**config.mk**
```make
export PLATFORM = sky130hd
export DESIGN_NAME = regfile_wb_arbiter_flat
export DESIGN_NICKNAME = d
export VERILOG_FILES = /design/src/rtl/regfile_wb_arbiter_pkg.sv /design/src/rtl/regfile_wb_arbiter_if.sv /design/src/rtl/wb_hold_slot.sv /design/src/rtl/regfile_wb_arbiter.sv /design/src/flat_wrapper.sv
export SDC_FILE = /design/constraint.sdc
export NUM_CORES = 1
export LEC_CHECK = 0
export BUFFER_PORTS_ARGS = -buffer_cell sky130_fd_sc_hd__buf_2
export CORE_UTILIZATION = 35
export DETAILED_ROUTE_END_ITERATION = 10
export SKIP_CTS_REPAIR_TIMING = 1
export SYNTH_ARGS = -nofsm -noshare
export SYNTH_HDL_FRONTEND = slang
export SYNTH_SLANG_ARGS = --single-unit
```
**constraint.sdc**
```tcl
create_clock -name CLK -period 2.8 [get_ports CLK]
set_input_delay 0.14 -clock CLK [delete_from_list [all_inputs] [get_ports CLK]]
set_output_delay 0.14 -clock CLK [all_outputs]
set_load 0.02 [all_outputs]
```
**src/rtl/regfile_wb_arbiter_pkg.sv**
```systemverilog
// Shared constants, types and helpers for the register-file writeback arbiter.
// Optional conflict statistics are enabled by defining WB_STATS_EN.
package regfile_wb_arbiter_pkg;

    localparam int REG_ADDR_W = 5;
    localparam int REG_DATA_W = 32;
    localparam int NUM_REGS   = 32;

    typedef enum logic {
        REQ_A = 1'b0,
        REQ_B = 1'b1
    } req_e;

    typedef struct packed {
        logic                  valid;
        logic [REG_ADDR_W-1:0] addr;
        logic [REG_DATA_W-1:0] data;
    } hold_entry_t;

    localparam hold_entry_t HOLD_EMPTY = '{valid: 1'b0, addr: 5'd0, data: 32'd0};

    function automatic logic [NUM_REGS-1:0] reg_onehot(input logic [REG_ADDR_W-1:0] addr);
        reg_onehot = 32'd1 << addr;
    endfunction

endpackage

```
**src/rtl/regfile_wb_arbiter_if.sv**
```systemverilog
// Writeback bus: two requester handshakes plus the register-file write port and BUSY.
interface regfile_wb_arbiter_if;
    import regfile_wb_arbiter_pkg::*;

    logic                  A_VLD;
    logic [REG_ADDR_W-1:0] A_RW;
    logic [REG_DATA_W-1:0] A_PW;
    logic                  A_RDY;
    logic                  B_VLD;
    logic [REG_ADDR_W-1:0] B_RW;
    logic [REG_DATA_W-1:0] B_PW;
    logic                  B_RDY;
    logic                  EN;
    logic [REG_ADDR_W-1:0] RW;
    logic [REG_DATA_W-1:0] PW;
    logic [NUM_REGS-1:0]   BUSY;

    modport slave (
        input  A_VLD, A_RW, A_PW, B_VLD, B_RW, B_PW,
        output A_RDY, B_RDY, EN, RW, PW, BUSY
    );

    modport master (
        output A_VLD, A_RW, A_PW, B_VLD, B_RW, B_PW,
        input  A_RDY, B_RDY, EN, RW, PW, BUSY
    );

endinterface

```
**src/rtl/wb_hold_slot.sv**
```systemverilog
// One-entry holding register for a writeback requester; frees itself when granted.
module wb_hold_slot
    import regfile_wb_arbiter_pkg::*;
(
    input  logic                  i_clk,
    input  logic                  i_rst,
    input  logic                  i_vld,
    input  logic [REG_ADDR_W-1:0] i_addr,
    input  logic [REG_DATA_W-1:0] i_data,
    input  logic                  i_grant,
    output logic                  o_rdy,
    output hold_entry_t           o_entry
);

    hold_entry_t r_entry;
    logic        w_load;

    // Ready while empty or while the entry drains this cycle, never during reset.
    assign o_rdy   = !i_rst && (!r_entry.valid || i_grant);
    assign w_load  = i_vld && o_rdy;
    assign o_entry = r_entry;

    // Entry register: a same-edge reload takes priority over the grant clear.
    always_ff @(posedge i_clk) begin
        if (i_rst) begin
            r_entry <= HOLD_EMPTY;
        end else if (w_load) begin
            r_entry <= '{valid: 1'b1, addr: i_addr, data: i_data};
        end else if (i_grant) begin
            r_entry.valid <= 1'b0;
        end else begin
            r_entry <= r_entry;
        end
    end

endmodule

```
**src/rtl/regfile_wb_arbiter.sv**
```systemverilog
// Two-requester register-file writeback arbiter with round-robin on contention.
// Define WB_STATS_EN to add the saturating CONFLICT_CNT output.
module regfile_wb_arbiter
    import regfile_wb_arbiter_pkg::*;
(
    input  logic                 CLK,
    input  logic                 RST,
    regfile_wb_arbiter_if.slave  wb
`ifdef WB_STATS_EN
    ,
    output logic [15:0]          CONFLICT_CNT
`endif
);

    hold_entry_t           w_entry_a;
    hold_entry_t           w_entry_b;
    logic                  w_rdy_a;
    logic                  w_rdy_b;
    logic                  w_grant_a;
    logic                  w_grant_b;
    logic                  w_win;
    logic [REG_ADDR_W-1:0] w_win_addr;
    logic [REG_DATA_W-1:0] w_win_data;
    logic [NUM_REGS-1:0]   w_busy;

    req_e                  r_last;
    logic                  r_en;
    logic [REG_ADDR_W-1:0] r_rw;
    logic [REG_DATA_W-1:0] r_pw;

    wb_hold_slot u_hold_a (
        .i_clk   (CLK),
        .i_rst   (RST),
        .i_vld   (wb.A_VLD),
        .i_addr  (wb.A_RW),
        .i_data  (wb.A_PW),
        .i_grant (w_grant_a),
        .o_rdy   (w_rdy_a),
        .o_entry (w_entry_a)
    );

    wb_hold_slot u_hold_b (
        .i_clk   (CLK),
        .i_rst   (RST),
        .i_vld   (wb.B_VLD),
        .i_addr  (wb.B_RW),
        .i_data  (wb.B_PW),
        .i_grant (w_grant_b),
        .o_rdy   (w_rdy_b),
        .o_entry (w_entry_b)
    );

    assign wb.A_RDY = w_rdy_a;
    assign wb.B_RDY = w_rdy_b;

    // Grant selection: a lone valid entry wins; on contention the side not served last wins.
    always_comb begin
        w_grant_a = 1'b0;
        w_grant_b = 1'b0;
        if (RST) begin
            w_grant_a = 1'b0;
            w_grant_b = 1'b0;
        end else begin
            case ({w_entry_a.valid, w_entry_b.valid})
                2'b10:   w_grant_a = 1'b1;
                2'b01:   w_grant_b = 1'b1;
                2'b11: begin
                    w_grant_a = (r_last == REQ_B);
                    w_grant_b = (r_last == REQ_A);
                end
                default: begin
                    w_grant_a = 1'b0;
                    w_grant_b = 1'b0;
                end
            endcase
        end
    end

    // Winner mux feeding the output registers.
    always_comb begin
        w_win      = 1'b0;
        w_win_addr = w_entry_a.addr;
        w_win_data = w_entry_a.data;
        if (w_grant_a) begin
            w_win      = 1'b1;
        end else if (w_grant_b) begin
            w_win      = 1'b1;
            w_win_addr = w_entry_b.addr;
            w_win_data = w_entry_b.data;
        end else begin
            w_win      = 1'b0;
        end
    end

    // Output write port and round-robin pointer; GR0 writes are consumed silently.
    always_ff @(posedge CLK) begin
        if (RST) begin
            r_en   <= 1'b0;
            r_rw   <= 5'd0;
            r_pw   <= 32'd0;
            r_last <= REQ_B;
        end else if (w_win) begin
            r_last <= w_grant_a ? REQ_A : REQ_B;
            if (w_win_addr != 5'd0) begin
                r_en <= 1'b1;
                r_rw <= w_win_addr;
                r_pw <= w_win_data;
            end else begin
                r_en <= 1'b0;
            end
        end else begin
            r_en <= 1'b0;
        end
    end

    assign wb.EN = r_en;
    assign wb.RW = r_rw;
    assign wb.PW = r_pw;

    // Pending-write scoreboard over both holds and the write port.
    always_comb begin
        w_busy = 32'd0;
        if (RST) begin
            w_busy = 32'd0;
        end else begin
            if (w_entry_a.valid) begin
                w_busy = w_busy | reg_onehot(w_entry_a.addr);
            end else begin
                w_busy = w_busy;
            end
            if (w_entry_b.valid) begin
                w_busy = w_busy | reg_onehot(w_entry_b.addr);
            end else begin
                w_busy = w_busy;
            end
            if (r_en) begin
                w_busy = w_busy | reg_onehot(r_rw);
            end else begin
                w_busy = w_busy;
            end
            w_busy[0] = 1'b0;
        end
    end

    assign wb.BUSY = w_busy;

`ifdef WB_STATS_EN
    logic [15:0] r_conflict_cnt;

    // Saturating count of cycles with both holds occupied.
    always_ff @(posedge CLK) begin
        if (RST) begin
            r_conflict_cnt <= 16'd0;
        end else if (w_entry_a.valid && w_entry_b.valid && (r_conflict_cnt != 16'hFFFF)) begin
            r_conflict_cnt <= r_conflict_cnt + 16'd1;
        end else begin
            r_conflict_cnt <= r_conflict_cnt;
        end
    end

    assign CONFLICT_CNT = r_conflict_cnt;
`endif

endmodule
```
**src/flat_wrapper.sv**
```systemverilog
// flat-port wrapper written by rule: the top's interface ports become plain ports
module regfile_wb_arbiter_flat import regfile_wb_arbiter_pkg::*;
  (CLK, RST, wb_A_VLD, wb_A_RW, wb_A_PW, wb_B_VLD, wb_B_RW, wb_B_PW, wb_A_RDY, wb_B_RDY, wb_EN, wb_RW, wb_PW, wb_BUSY);
  regfile_wb_arbiter_if wb_i ();
  input  logic CLK;
  input  logic RST;
  input wire logic [$bits(wb_i.A_VLD)-1:0] wb_A_VLD;
  input wire logic [$bits(wb_i.A_RW)-1:0] wb_A_RW;
  input wire logic [$bits(wb_i.A_PW)-1:0] wb_A_PW;
  input wire logic [$bits(wb_i.B_VLD)-1:0] wb_B_VLD;
  input wire logic [$bits(wb_i.B_RW)-1:0] wb_B_RW;
  input wire logic [$bits(wb_i.B_PW)-1:0] wb_B_PW;
  output wire logic [$bits(wb_i.A_RDY)-1:0] wb_A_RDY;
  output wire logic [$bits(wb_i.B_RDY)-1:0] wb_B_RDY;
  output wire logic [$bits(wb_i.EN)-1:0] wb_EN;
  output wire logic [$bits(wb_i.RW)-1:0] wb_RW;
  output wire logic [$bits(wb_i.PW)-1:0] wb_PW;
  output wire logic [$bits(wb_i.BUSY)-1:0] wb_BUSY;
  assign wb_i.A_VLD = wb_A_VLD;
  assign wb_i.A_RW = wb_A_RW;
  assign wb_i.A_PW = wb_A_PW;
  assign wb_i.B_VLD = wb_B_VLD;
  assign wb_i.B_RW = wb_B_RW;
  assign wb_i.B_PW = wb_B_PW;
  assign wb_A_RDY = wb_i.A_RDY;
  assign wb_B_RDY = wb_i.B_RDY;
  assign wb_EN = wb_i.EN;
  assign wb_RW = wb_i.RW;
  assign wb_PW = wb_i.PW;
  assign wb_BUSY = wb_i.BUSY;
  regfile_wb_arbiter u_core (.CLK(CLK), .RST(RST), .wb(wb_i));
endmodule
```
* After elaboration in Yosys (flattened, before gate mapping)
Index checks and enable logic that the tools add are counted.
** Word-level totals
- Register bits after elaboration :: 115
- Word-level logic and storage cells :: 56
** Operators by class
- Eq/ne operators :: 3
- Shifts and indexed selects :: 3
- Muxes and demuxes :: 22
- Bitwise logic cells :: 4
- Reduce and logical (&&, ||, !) cells :: 14
** Operators with widths (count)
- 2-to-1 mux 32 bit :: 8
- << shifter 1 x 5 -> 32 bit (first input constant) :: 3
- 2-to-1 mux 38 bit :: 2
- OR 32 bit :: 2
- 2-to-1 mux 5 bit :: 2
- 2-to-1 mux 1 bit :: 8
- nonzero test 5 bit :: 1
- == test 2 bit (second input constant) :: 2
- logical AND 1 bit :: 4
- one-hot mux 1 bit (2 select lines) :: 2
- nonzero test 2 bit :: 2
- logical NOT 1 bit :: 3
- == test 2 x 1 -> 1 bit (second input constant) :: 1
- logical OR 1 bit :: 2
- NOT 1 bit :: 2
- AND reduction 2 bit :: 1
- OR reduction 2 bit :: 1

* Logic depth before layout (Yosys ltp)
Gate-level depths: netlist of run 1.
- Depth in word-level cells :: 9
- Mapped depth :: 7
- Depth with buffers taken out :: 4

* By module
Synthesis of run 1 repeated with hierarchy kept, for this count alone.
** Second synthesis, totals
- Cells, all modules :: 669
- Area, all modules :: 6324.8 um2
** By module, submodules not included
- wb_hold_slot :: instances 2, cells an instance 166, area each 1744.2 um2, sequential area each 760.7 um2
- regfile_wb_arbiter :: instances 1, cells an instance 337, area each 2836.5 um2, sequential area each 780.7 um2

* Least setup slack after synthesis of run 1
No wires, ideal clock.
- Kind :: register to output
- From :: register u_core.r_rw[4] (netlist: u_core.wb.RW[4])
- To :: output port wb_BUSY[16]
- Data arrival time :: 1645 ps
- Data required time :: 2660 ps
- Setup slack :: 1015 ps
- Cell stages (with the launch flop) :: 5
- Buffers on the path :: 0
- Path through :: dfxtp_1 > inv_1 > nor3b_1 > a22oi_1 > a21oi_1
** On the way
- Cells in the longest elaborated chain, start to end :: 4
** Ends and longest elaborated chain
- start, declared :: RTL line regfile_wb_arbiter.sv:28 : logic [REG_ADDR_W-1:0] r_rw;
- start signal, assigned :: RTL line regfile_wb_arbiter.sv:106 : r_rw <= w_win_addr;
- << shifter 1 x 5 -> 32 bit :: RTL line regfile_wb_arbiter_pkg.sv:23 : reg_onehot = 32'd1 << addr;
- OR 32 bit :: RTL line regfile_wb_arbiter.sv:137 : w_busy = w_busy | reg_onehot(r_rw);
- 2-to-1 mux 32 bit :: RTL line regfile_wb_arbiter.sv:136 : if (r_en) begin
- 2-to-1 mux 32 bit :: RTL line regfile_wb_arbiter.sv:123 : if (RST) begin
- end, declared :: RTL line flat_wrapper.sv:18 : output wire logic [$bits(wb_i.BUSY)-1:0] wb_BUSY;
No other way between the ends.

* Final worst setup path of run 1
- From :: register u_core.u_hold_b.r_entry (netlist bit u_core.u_hold_b.o_entry[37])
- To :: output port wb_BUSY[17]
** On the way
- Cells in the longest elaborated chain, start to end :: 5
** Ends and longest elaborated chain
- start, declared :: RTL line wb_hold_slot.sv:15 : hold_entry_t r_entry;
- start signal, assigned :: RTL line wb_hold_slot.sv:28 : r_entry <= '{valid: 1'b1, addr: i_addr, data: i_data};
- start signal, assigned :: RTL line wb_hold_slot.sv:32 : r_entry <= r_entry;
- 2-to-1 mux 32 bit * :: RTL line regfile_wb_arbiter.sv:131 : if (w_entry_b.valid) begin
- 2-to-1 mux 32 bit * :: RTL line regfile_wb_arbiter.sv:123
- OR 32 bit :: RTL line regfile_wb_arbiter.sv:137
- 2-to-1 mux 32 bit * :: RTL line regfile_wb_arbiter.sv:136
- 2-to-1 mux 32 bit * :: RTL line regfile_wb_arbiter.sv:123
Mark *: on every way between the ends. The rest lies on a longest branch, timed or not. The select of a mux whose other input is x is not followed.

==> flow_summary.html, run 1 <==
<table>
<tr><th>Metric</th><th>Value</th></tr>
<tr><th colspan="2">Status</th></tr>
<tr><td>Result of the run</td><td>complete, but fails checks</td></tr>
<tr><td>Violations in the final reports</td><td>hold timing</td></tr>
<tr><th colspan="2">Logic synthesis</th></tr>
<tr><td>Mux share of post-synthesis cell area</td><td>12.1%</td></tr>
<tr><td>Simple-gate portion of the synthesized area</td><td>25.6%</td></tr>
<tr><td>Gate count after technology mapping</td><td>687</td></tr>
<tr><td>Post-synth net total</td><td>765</td></tr>
<tr><td>Synthesized area per cell</td><td>7.86 µm²</td></tr>
<tr><td>EDFF count, synth</td><td>0</td></tr>
<tr><td>Arithmetic-cell share of the synthesized area counting full adders, half adders and majority gates</td><td>0%</td></tr>
<tr><td>Number of synthesized register bits</td><td>115</td></tr>
<tr><td>Number of unique standard cell types used by synthesis</td><td>35</td></tr>
<tr><td>Sequential element share of the synthesized area</td><td>42.6%</td></tr>
<tr><td>Cell Area, Synth</td><td>5400 µm²</td></tr>
<tr><td>Most used DFF post-synth</td><td>dfxtp_1</td></tr>
<tr><td>Combinational family with the most area after synthesis</td><td>simple AND/OR/NAND/NOR gates</td></tr>
<tr><td>Synth Area in XOR/XNOR</td><td>0%</td></tr>
<tr><td>Fraction of registers with async set or reset after synthesis</td><td>0%</td></tr>
<tr><td>Compound-Gate Fraction of Synth Area</td><td>14.5%</td></tr>
<tr><td>Yosys Warn Count</td><td>0</td></tr>
<tr><th colspan="2">Setup path</th></tr>
<tr><td>Largest incremental delay on the critical path</td><td>540 ps</td></tr>
<tr><td>Startpoint type of the worst setup path</td><td>register</td></tr>
<tr><td>Type of destination of the critical path</td><td>output pin</td></tr>
<tr><td>Crit Path Max Fanout</td><td>11</td></tr>
<tr><td>Crit path max-delay family</td><td>simple AND/OR/NAND/NOR gates</td></tr>
<tr><td>CP cell instances</td><td>nand2_1, nor2_1, a22oi_1, a21oi_1, buf_2</td></tr>
<tr><td>Category of the most critical setup path</td><td>reg -&gt; out</td></tr>
<tr><td>Crit path required time</td><td>2660 ps</td></tr>
<tr><td>Count of buffering cells on the critical path with inverters included</td><td>1</td></tr>
<tr><td>Critical-path top delay cell</td><td>nor2_1</td></tr>
<tr><td>Critical path arrival</td><td>2120 ps</td></tr>
<tr><th colspan="2">Clock network</th></tr>
<tr><td>Worst-skew pair later-pin latency</td><td>400 ps</td></tr>
<tr><td>TritonCTS buffer count</td><td>17</td></tr>
<tr><td>Maximum clock insertion buffer count</td><td>2</td></tr>
<tr><td>Worst-path clk slew</td><td>50 ps</td></tr>
<tr><td>Clock sink total</td><td>115</td></tr>
<tr><td>Clock tree from TritonCTS</td><td>done</td></tr>
<tr><td>Clock root buffer</td><td>clkbuf_16</td></tr>
<tr><td>H-tree depth</td><td>4</td></tr>
<tr><th colspan="2">Routing</th></tr>
<tr><td>Detailed-route wire length</td><td>16200 µm</td></tr>
<tr><td>Detailed router's first-iteration violation count</td><td>384</td></tr>
<tr><td>Wire per inst</td><td>14.9 µm</td></tr>
<tr><td>Number of routed nets with antenna violations</td><td>0</td></tr>
<tr><td>Number of iterations in the first detailed-routing pass</td><td>5</td></tr>
<tr><td>DR DRC count</td><td>0</td></tr>
<tr><td>Via/cell ratio</td><td>5.06</td></tr>
<tr><td>Vias after detailed routing</td><td>5508</td></tr>
<tr><th colspan="2">Final layout</th></tr>
<tr><td>Multi-input combinational cell area</td><td>2820 µm²</td></tr>
<tr><td>Sequential standard cell area</td><td>2300 µm²</td></tr>
<tr><td>Fraction of final layout cells with drive strength greater than 1</td><td>22.3%</td></tr>
<tr><td>Non-filler instance count after layout</td><td>1088</td></tr>
<tr><td>Number of diodes added for antenna fixing</td><td>0</td></tr>
<tr><td>Growth of design area from synthesis to finish</td><td>40.5%</td></tr>
<tr><td>Layout Nets</td><td>965</td></tr>
<tr><td>Fill cells</td><td>1448</td></tr>
<tr><th colspan="2">GRT</th></tr>
<tr><td>Remaining Overflow, GRT</td><td>0</td></tr>
<tr><td>Initial antenna violation count</td><td>0</td></tr>
<tr><td>Total Routing Usage GR</td><td>19.5%</td></tr>
<tr><td>Largest net degree at the start of global routing</td><td>75</td></tr>
<tr><td>Global-route wire length before repair</td><td>24500 µm</td></tr>
<tr><td>Via count of the first global-routing pass</td><td>4727</td></tr>
<tr><th colspan="2">STA</th></tr>
<tr><td>Maximum clock frequency</td><td>0.442 GHz</td></tr>
<tr><td>Unrepaired setup endpoints after global routing</td><td>false</td></tr>
<tr><td>Max-slew violation count</td><td>0</td></tr>
<tr><td>Pin slew with the least headroom to its limit</td><td>696 ps</td></tr>
<tr><td>Final hold vios</td><td>2</td></tr>
<tr><td>Setup TNS after final layout</td><td>0 ps</td></tr>
<tr><td>Post-layout minimum cycle time</td><td>2260 ps</td></tr>
<tr><td>Max-Slew Margin vs Limit</td><td>52.4%</td></tr>
<tr><td>Worst Skew</td><td>8.07 ps</td></tr>
<tr><td>Final cycle utilization of the critical path</td><td>80.9%</td></tr>
<tr><td>Worst-case hold slack</td><td>-11.5 ps</td></tr>
<tr><td>Final setup violation count</td><td>0</td></tr>
<tr><th colspan="2">Run</th></tr>
<tr><td>Max-capacitance violation count</td><td>0</td></tr>
<tr><th colspan="2">Die</th></tr>
<tr><td>Placeable core region</td><td>15100 µm²</td></tr>
<tr><td>Initial Utilization</td><td>35.7%</td></tr>
<tr><td>Row Count</td><td>45</td></tr>
<tr><td>Count of pins on the block boundary</td><td>150</td></tr>
<tr><td>X dimension of the die</td><td>126 µm</td></tr>
<tr><td>Die area</td><td>15900 µm²</td></tr>
<tr><td>Vertical extent of the die</td><td>126 µm</td></tr>
<tr><th colspan="2">Placed design</th></tr>
<tr><td>Number of port buffers</td><td>148</td></tr>
<tr><td>Placed Cells incl. Taps</td><td>982</td></tr>
<tr><td>Final RePlAce weighted congestion</td><td>0.867</td></tr>
<tr><td>Post-DP HPWL</td><td>10300 µm</td></tr>
<tr><th colspan="2">Hold path</th></tr>
<tr><td>Hold Crit Class</td><td>in -&gt; reg</td></tr>
<tr><th colspan="2">Power and ir drop</th></tr>
<tr><td>Power density over the cells</td><td>605 nW/µm²</td></tr>
<tr><td>Leakage component of the power</td><td>3.66 nW</td></tr>
<tr><td>IR Drop Worst-Case VDD</td><td>0.000433 V</td></tr>
</table>
==> cells in the final DEF (no fill, tap or decap), types with 3 or more instances in the layout <==
cell,instances
clkinv_2,5
and3b_1,5
a31oi_1,4
clkbuf_16,17
buf_2,148
and3_1,8
dlygate4sd3_1,74
buf_4,14
a22oi_1,29
nand2_1,222
o21ai_0,42
nor3_1,6
nand3_1,43
dfxtp_1,115
o2111ai_1,4
mux2i_1,64
nor3b_1,12
nor2_1,18
a21oi_1,31
inv_1,3
==> report_power, final <==
| group | total (mW) | switching (mW) | internal, mW |
|---|---|---|---|
| registers | 1.86 | 0.0978 | 1.76 |
| logic | 0.622 | 0.342 | 0.281 |
| clock network | 2.12 | 0.761 | 1.36 |
| total | 4.60 | 1.20 | 3.40 |
==> through the flow <==
step | instance area (µm²) | total power [mW] | setup WS (ps) | util, %
2_1_floorplan | 5400 | 2.23 | 1010 | -
3_3_place_gp | 6260 | 2.42 | 885 | 41.3
3_5_place_dp | 6260 | 2.43 | 774 | 41.3
4_1_cts | 6850 | 4.56 | 571 | 45.2
5_1_grt | 7590 | 4.79 | 467 | 50.1
6_report | 7590 | 4.60 | 535 | 50.1
==> cell families after synthesis <==
logic type             Yosys count
AND/OR/NAND/NOR                322
flip-flops                     115
other                            1
buffers and inverters           61
multiplexers                    65
AO/OA/AOI/OAI                  123
==> metal layers <==
layer  track usage, %  wire length [µm]
met1             25.8              7410
met2             31.1              7710
met3             4.12               875
met4             7.02               246
met5                0                 0
==> synthesized netlist by cell type, drive strengths merged (8+ instances only) <==
master	number	area, µm²
dfxtp	115	2300
a21oi	31	155
buf	20	128
a22oi	29	218
nand3	43	215
mux2i	64	641
clkbuf	37	139
and3	8	50.1
nor3b	13	97.6
nand2	223	840
nor2	18	67.6
o21ai	42	210
==> final timing paths <==
kind | startpoint | endpoint | slack, ps | cells after the start
max | u_core.u_hold_b.o_entry[37]$_SDFFE_PP0P_ | wb_BUSY[17] | 540 | 5
min | wb_B_VLD | u_core.u_hold_b.o_entry[37]$_SDFFE_PP0P_ | -10 | 3
max reg2reg | u_core.u_hold_b.o_entry[37]$_SDFFE_PP0P_ | u_core.wb.PW[28]$_SDFFE_PP0P_ | 730 | 5
min reg2reg | u_core.u_hold_b.o_entry[26]$_SDFFE_PP0P_ | u_core.u_hold_b.o_entry[26]$_SDFFE_PP0P_ | 450 | 2
==> flip-flops by register name (all words and copies together) (netlist names) <==
| name | cells |
|---|---|
| u_core.wb.RW | 5 |
| u_core.u_hold_a.o_entry | 38 |
| u_core.u_hold_b.o_entry | 38 |
| u_core.r_last | 1 |
| u_core.wb.EN | 1 |
| u_core.wb.PW | 32 |
==> final cells by class <==
cell class | count | area share [%]
clock buffers | 20 | 6.02
well taps | 188 | 3.10
repair buffers | 238 | 21.4
flip-flops and latches | 115 | 30.3
inverters | 4 | 0.214
clock inverters | 12 | 1.71
multi-input cells | 511 | 37.2
==> worst reg2reg max path, stage by stage, from the launching register on <==
cell and delay, ps:
dfxtp_1 490, nor2b_1 570, nand2_2 170, buf_4 340
mux2i_1 270, mux2i_1 100
Power figures use the tool's default switching activity.
==> inputs of run 2 (changes only) <==
- clock period: 2.8 -> 2.3 ns (I/O delays scaled with it)
==> run 2 against run 1 <==
Against the previous run:
- the run now ends clean
- sequential power rose by 21%
- via count rose by 1.0%
- critical path depth did not move
- setup slack got worse by 410 ps
==> flow_summary.html, run 2 (synthesis results as in run 1) <==
<table>
<tr><th>Metric</th><th>Value</th></tr>
<tr><th colspan="2">Status</th></tr>
<tr><td>Result of the run</td><td>completed</td></tr>
<tr><th colspan="2">Final layout</th></tr>
<tr><td>Final Cell Area</td><td>7680 µm²</td></tr>
<tr><td>Growth of design area from synthesis to finish</td><td>42.2%</td></tr>
<tr><td>Most common library cell in the layout ignoring fill and taps</td><td>nand2_1</td></tr>
<tr><td>Fill cells</td><td>1424</td></tr>
<tr><td>Multi-input combinational cell area</td><td>2830 µm²</td></tr>
<tr><td>Layout Nets</td><td>970</td></tr>
<tr><td>Non-filler instance count after layout</td><td>1093</td></tr>
<tr><td>Commonest cells after routing, fill and taps aside</td><td>222 x nand2_1, 148 x buf_2, 115 x dfxtp_1, 76 x dlygate4sd3_1, 64 x mux2i_1</td></tr>
<tr><td>Sequential standard cell area</td><td>2300 µm²</td></tr>
<tr><td>Fraction of final layout cells with drive strength greater than 1</td><td>22.4%</td></tr>
<tr><td>Number of diodes added for antenna fixing</td><td>0</td></tr>
<tr><th colspan="2">Clock network</th></tr>
<tr><td>Worst-skew pair later-pin latency</td><td>410 ps</td></tr>
<tr><td>Worst-path clk slew</td><td>50 ps</td></tr>
<tr><td>Maximum clock insertion buffer count</td><td>2</td></tr>
<tr><td>Clock root buffer</td><td>clkbuf_16</td></tr>
<tr><td>H-tree depth</td><td>4</td></tr>
<tr><td>Clock tree from TritonCTS</td><td>done</td></tr>
<tr><td>TritonCTS buffer count</td><td>17</td></tr>
<tr><td>Clock sink total</td><td>115</td></tr>
<tr><th colspan="2">Power and ir drop</th></tr>
<tr><td>Leakage component of the power</td><td>3.70 nW</td></tr>
<tr><td>IR Drop Worst-Case VDD</td><td>0.000356 V</td></tr>
<tr><td>Tot Pwr</td><td>5.59 mW</td></tr>
<tr><td>Power density over the cells</td><td>728 nW/µm²</td></tr>
<tr><th colspan="2">Die</th></tr>
<tr><td>Initial Utilization</td><td>35.7%</td></tr>
<tr><td>Row Count</td><td>45</td></tr>
<tr><td>Count of pins on the block boundary</td><td>150</td></tr>
<tr><td>Placeable core region</td><td>15100 µm²</td></tr>
<tr><td>X dimension of the die</td><td>126 µm</td></tr>
<tr><td>Die area</td><td>15900 µm²</td></tr>
<tr><td>Vertical extent of the die</td><td>126 µm</td></tr>
<tr><th colspan="2">Routing</th></tr>
<tr><td>Vias after detailed routing</td><td>5563</td></tr>
<tr><td>Detailed router's first-iteration violation count</td><td>388</td></tr>
<tr><td>Wire per inst</td><td>14.8 µm</td></tr>
<tr><td>Number of iterations in the first detailed-routing pass</td><td>6</td></tr>
<tr><td>Number of routed nets with antenna violations</td><td>0</td></tr>
<tr><td>DR DRC count</td><td>0</td></tr>
<tr><td>Via/cell ratio</td><td>5.09</td></tr>
<tr><td>Detailed-route wire length</td><td>16200 µm</td></tr>
<tr><th colspan="2">STA</th></tr>
<tr><td>Max-slew violation count</td><td>0</td></tr>
<tr><td>Final cycle utilization of the critical path</td><td>94.6%</td></tr>
<tr><td>Setup TNS after final layout</td><td>0 ps</td></tr>
<tr><td>Max-Slew Margin vs Limit</td><td>54.2%</td></tr>
<tr><td>Unrepaired setup endpoints after global routing</td><td>false</td></tr>
<tr><td>Worst Skew</td><td>5.83 ps</td></tr>
<tr><td>Final hold vios</td><td>0</td></tr>
<tr><td>Maximum clock frequency</td><td>0.460 GHz</td></tr>
<tr><td>Min setup slack post-route</td><td>124 ps</td></tr>
<tr><td>Post-layout minimum cycle time</td><td>2180 ps</td></tr>
<tr><td>Pin slew with the least headroom to its limit</td><td>670 ps</td></tr>
<tr><td>Final setup violation count</td><td>0</td></tr>
<tr><th colspan="2">Placed design</th></tr>
<tr><td>Final RePlAce weighted congestion</td><td>0.866</td></tr>
<tr><td>Number of port buffers</td><td>148</td></tr>
<tr><td>Post-detailed-placement cell area</td><td>6330 µm²</td></tr>
<tr><td>Placed Cells incl. Taps</td><td>985</td></tr>
<tr><td>Worst setup slack before clock tree synthesis</td><td>389 ps</td></tr>
<tr><td>Post-DP HPWL</td><td>10100 µm</td></tr>
<tr><th colspan="2">Setup path</th></tr>
<tr><td>Reg-to-reg critical path startpoint</td><td>u_core.u_hold_a.o_entry[32]$_SDFFE_PP0P_</td></tr>
<tr><td>CP cell instances</td><td>nand2_1, nor2_1, a22oi_1, a21oi_1, buf_2</td></tr>
<tr><td>Crit path max-delay family</td><td>simple AND/OR/NAND/NOR gates</td></tr>
<tr><td>Critical-path top delay cell</td><td>nor2_1</td></tr>
<tr><td>Type of destination of the critical path</td><td>output pin</td></tr>
<tr><td>Crit Path Max Fanout</td><td>8</td></tr>
<tr><td>Capture instance of the worst register-to-register path</td><td>u_core.wb.PW[25]$_SDFFE_PP0P_</td></tr>
<tr><td>Critical path arrival</td><td>2060 ps</td></tr>
<tr><td>Number of cells on the worst reg-to-reg path</td><td>5</td></tr>
<tr><td>Category of the most critical setup path</td><td>reg -&gt; out</td></tr>
<tr><td>Crit path required time</td><td>2180 ps</td></tr>
<tr><td>Largest incremental delay on the critical path</td><td>520 ps</td></tr>
<tr><td>Count of buffering cells on the critical path with inverters included</td><td>1</td></tr>
<tr><td>Worst setup slack for register-to-register paths</td><td>330 ps</td></tr>
<tr><td>Startpoint type of the worst setup path</td><td>register</td></tr>
<tr><th colspan="2">GRT</th></tr>
<tr><td>Total Routing Usage GR</td><td>19.5%</td></tr>
<tr><td>Via count of the first global-routing pass</td><td>4812</td></tr>
<tr><td>Global-route wire length before repair</td><td>24600 µm</td></tr>
<tr><td>Initial antenna violation count</td><td>0</td></tr>
<tr><td>Remaining Overflow, GRT</td><td>0</td></tr>
<tr><td>Largest net degree at the start of global routing</td><td>75</td></tr>
<tr><th colspan="2">Hold path</th></tr>
<tr><td>Launch point of the worst hold path</td><td>RST</td></tr>
<tr><td>Worst hold path cell count</td><td>3</td></tr>
<tr><td>Endpoint, Worst Hold</td><td>u_core.wb.RW[3]$_SDFFE_PP0P_</td></tr>
<tr><td>Hold Crit Class</td><td>in -&gt; reg</td></tr>
<tr><th colspan="2">Run</th></tr>
<tr><td>Max-capacitance violation count</td><td>0</td></tr>
</table>
## run 2: worst max-delay path by stage
stage	startpoint	end	slack, ps	cells past startpoint
floorplan	u_core.wb.RW[4]$_SDFFE_PP0P_	wb_BUSY[16]	540	4
global placement	u_core.u_hold_a.o_entry[32]$_SDFFE_PP0P_	u_core.wb.PW[22]$_SDFFE_PP0P_	450	5
detailed placement	u_core.u_hold_a.o_entry[32]$_SDFFE_PP0P_	u_core.wb.PW[1]$_SDFFE_PP0P_	390	5
CTS	u_core.wb.RW[0]$_SDFFE_PP0P_	wb_BUSY[9]	130	5
global route	u_core.u_hold_a.o_entry[32]$_SDFFE_PP0P_	wb_BUSY[17]	3	4
finish	u_core.u_hold_a.o_entry[36]$_SDFFE_PP0P_	wb_BUSY[20]	120	5
## run 2: layout make-up
class | instances | area share (%)
clock inverters | 9 | 1.35
flip-flops and latches | 115 | 30.0
inverters | 4 | 0.212
repair buffers | 243 | 22.4
well taps | 188 | 3.06
clock buffers | 23 | 6.22
multi-input cells | 511 | 36.8
## run 2: worst register-to-register path, delay by kind of cell (launching register included)
kind                   cells  cell delay, ps
AO/OA/AOI/OAI              1             260
buffers and inverters      1             280
flip-flops                 1             400
multiplexers               1             270
AND/OR/NAND/NOR            2             700
## run 2: per-layer routing
layer | global-route usage, % | up-vias | wire length, µm
met5 | 0 | - | 0
met4 | 7.73 | 0 | 257
met3 | 5.06 | 26 | 1110
met2 | 31.1 | 231 | 7720
met1 | 25.2 | 2539 | 7120
li1 | - | 2767 | -
## run 2: report_power, final
| group | switching, mW | internal, mW | leakage [nW] |
|---|---|---|---|
| Clock | 0.887 | 1.67 | 0.283 |
| Combinational | 0.427 | 0.356 | 2.47 |
| Sequential | 0.113 | 2.14 | 0.946 |
| Total | 1.43 | 4.17 | 3.70 |
## run 2: through the flow
stage	hold WS [ps]	utilization, %
5_1_grt	172	50.7
6_report	162	50.7
4_1_cts	-122	45.7
3_3_place_gp	300	41.8
3_5_place_dp	303	41.8
2_1_floorplan	214	-
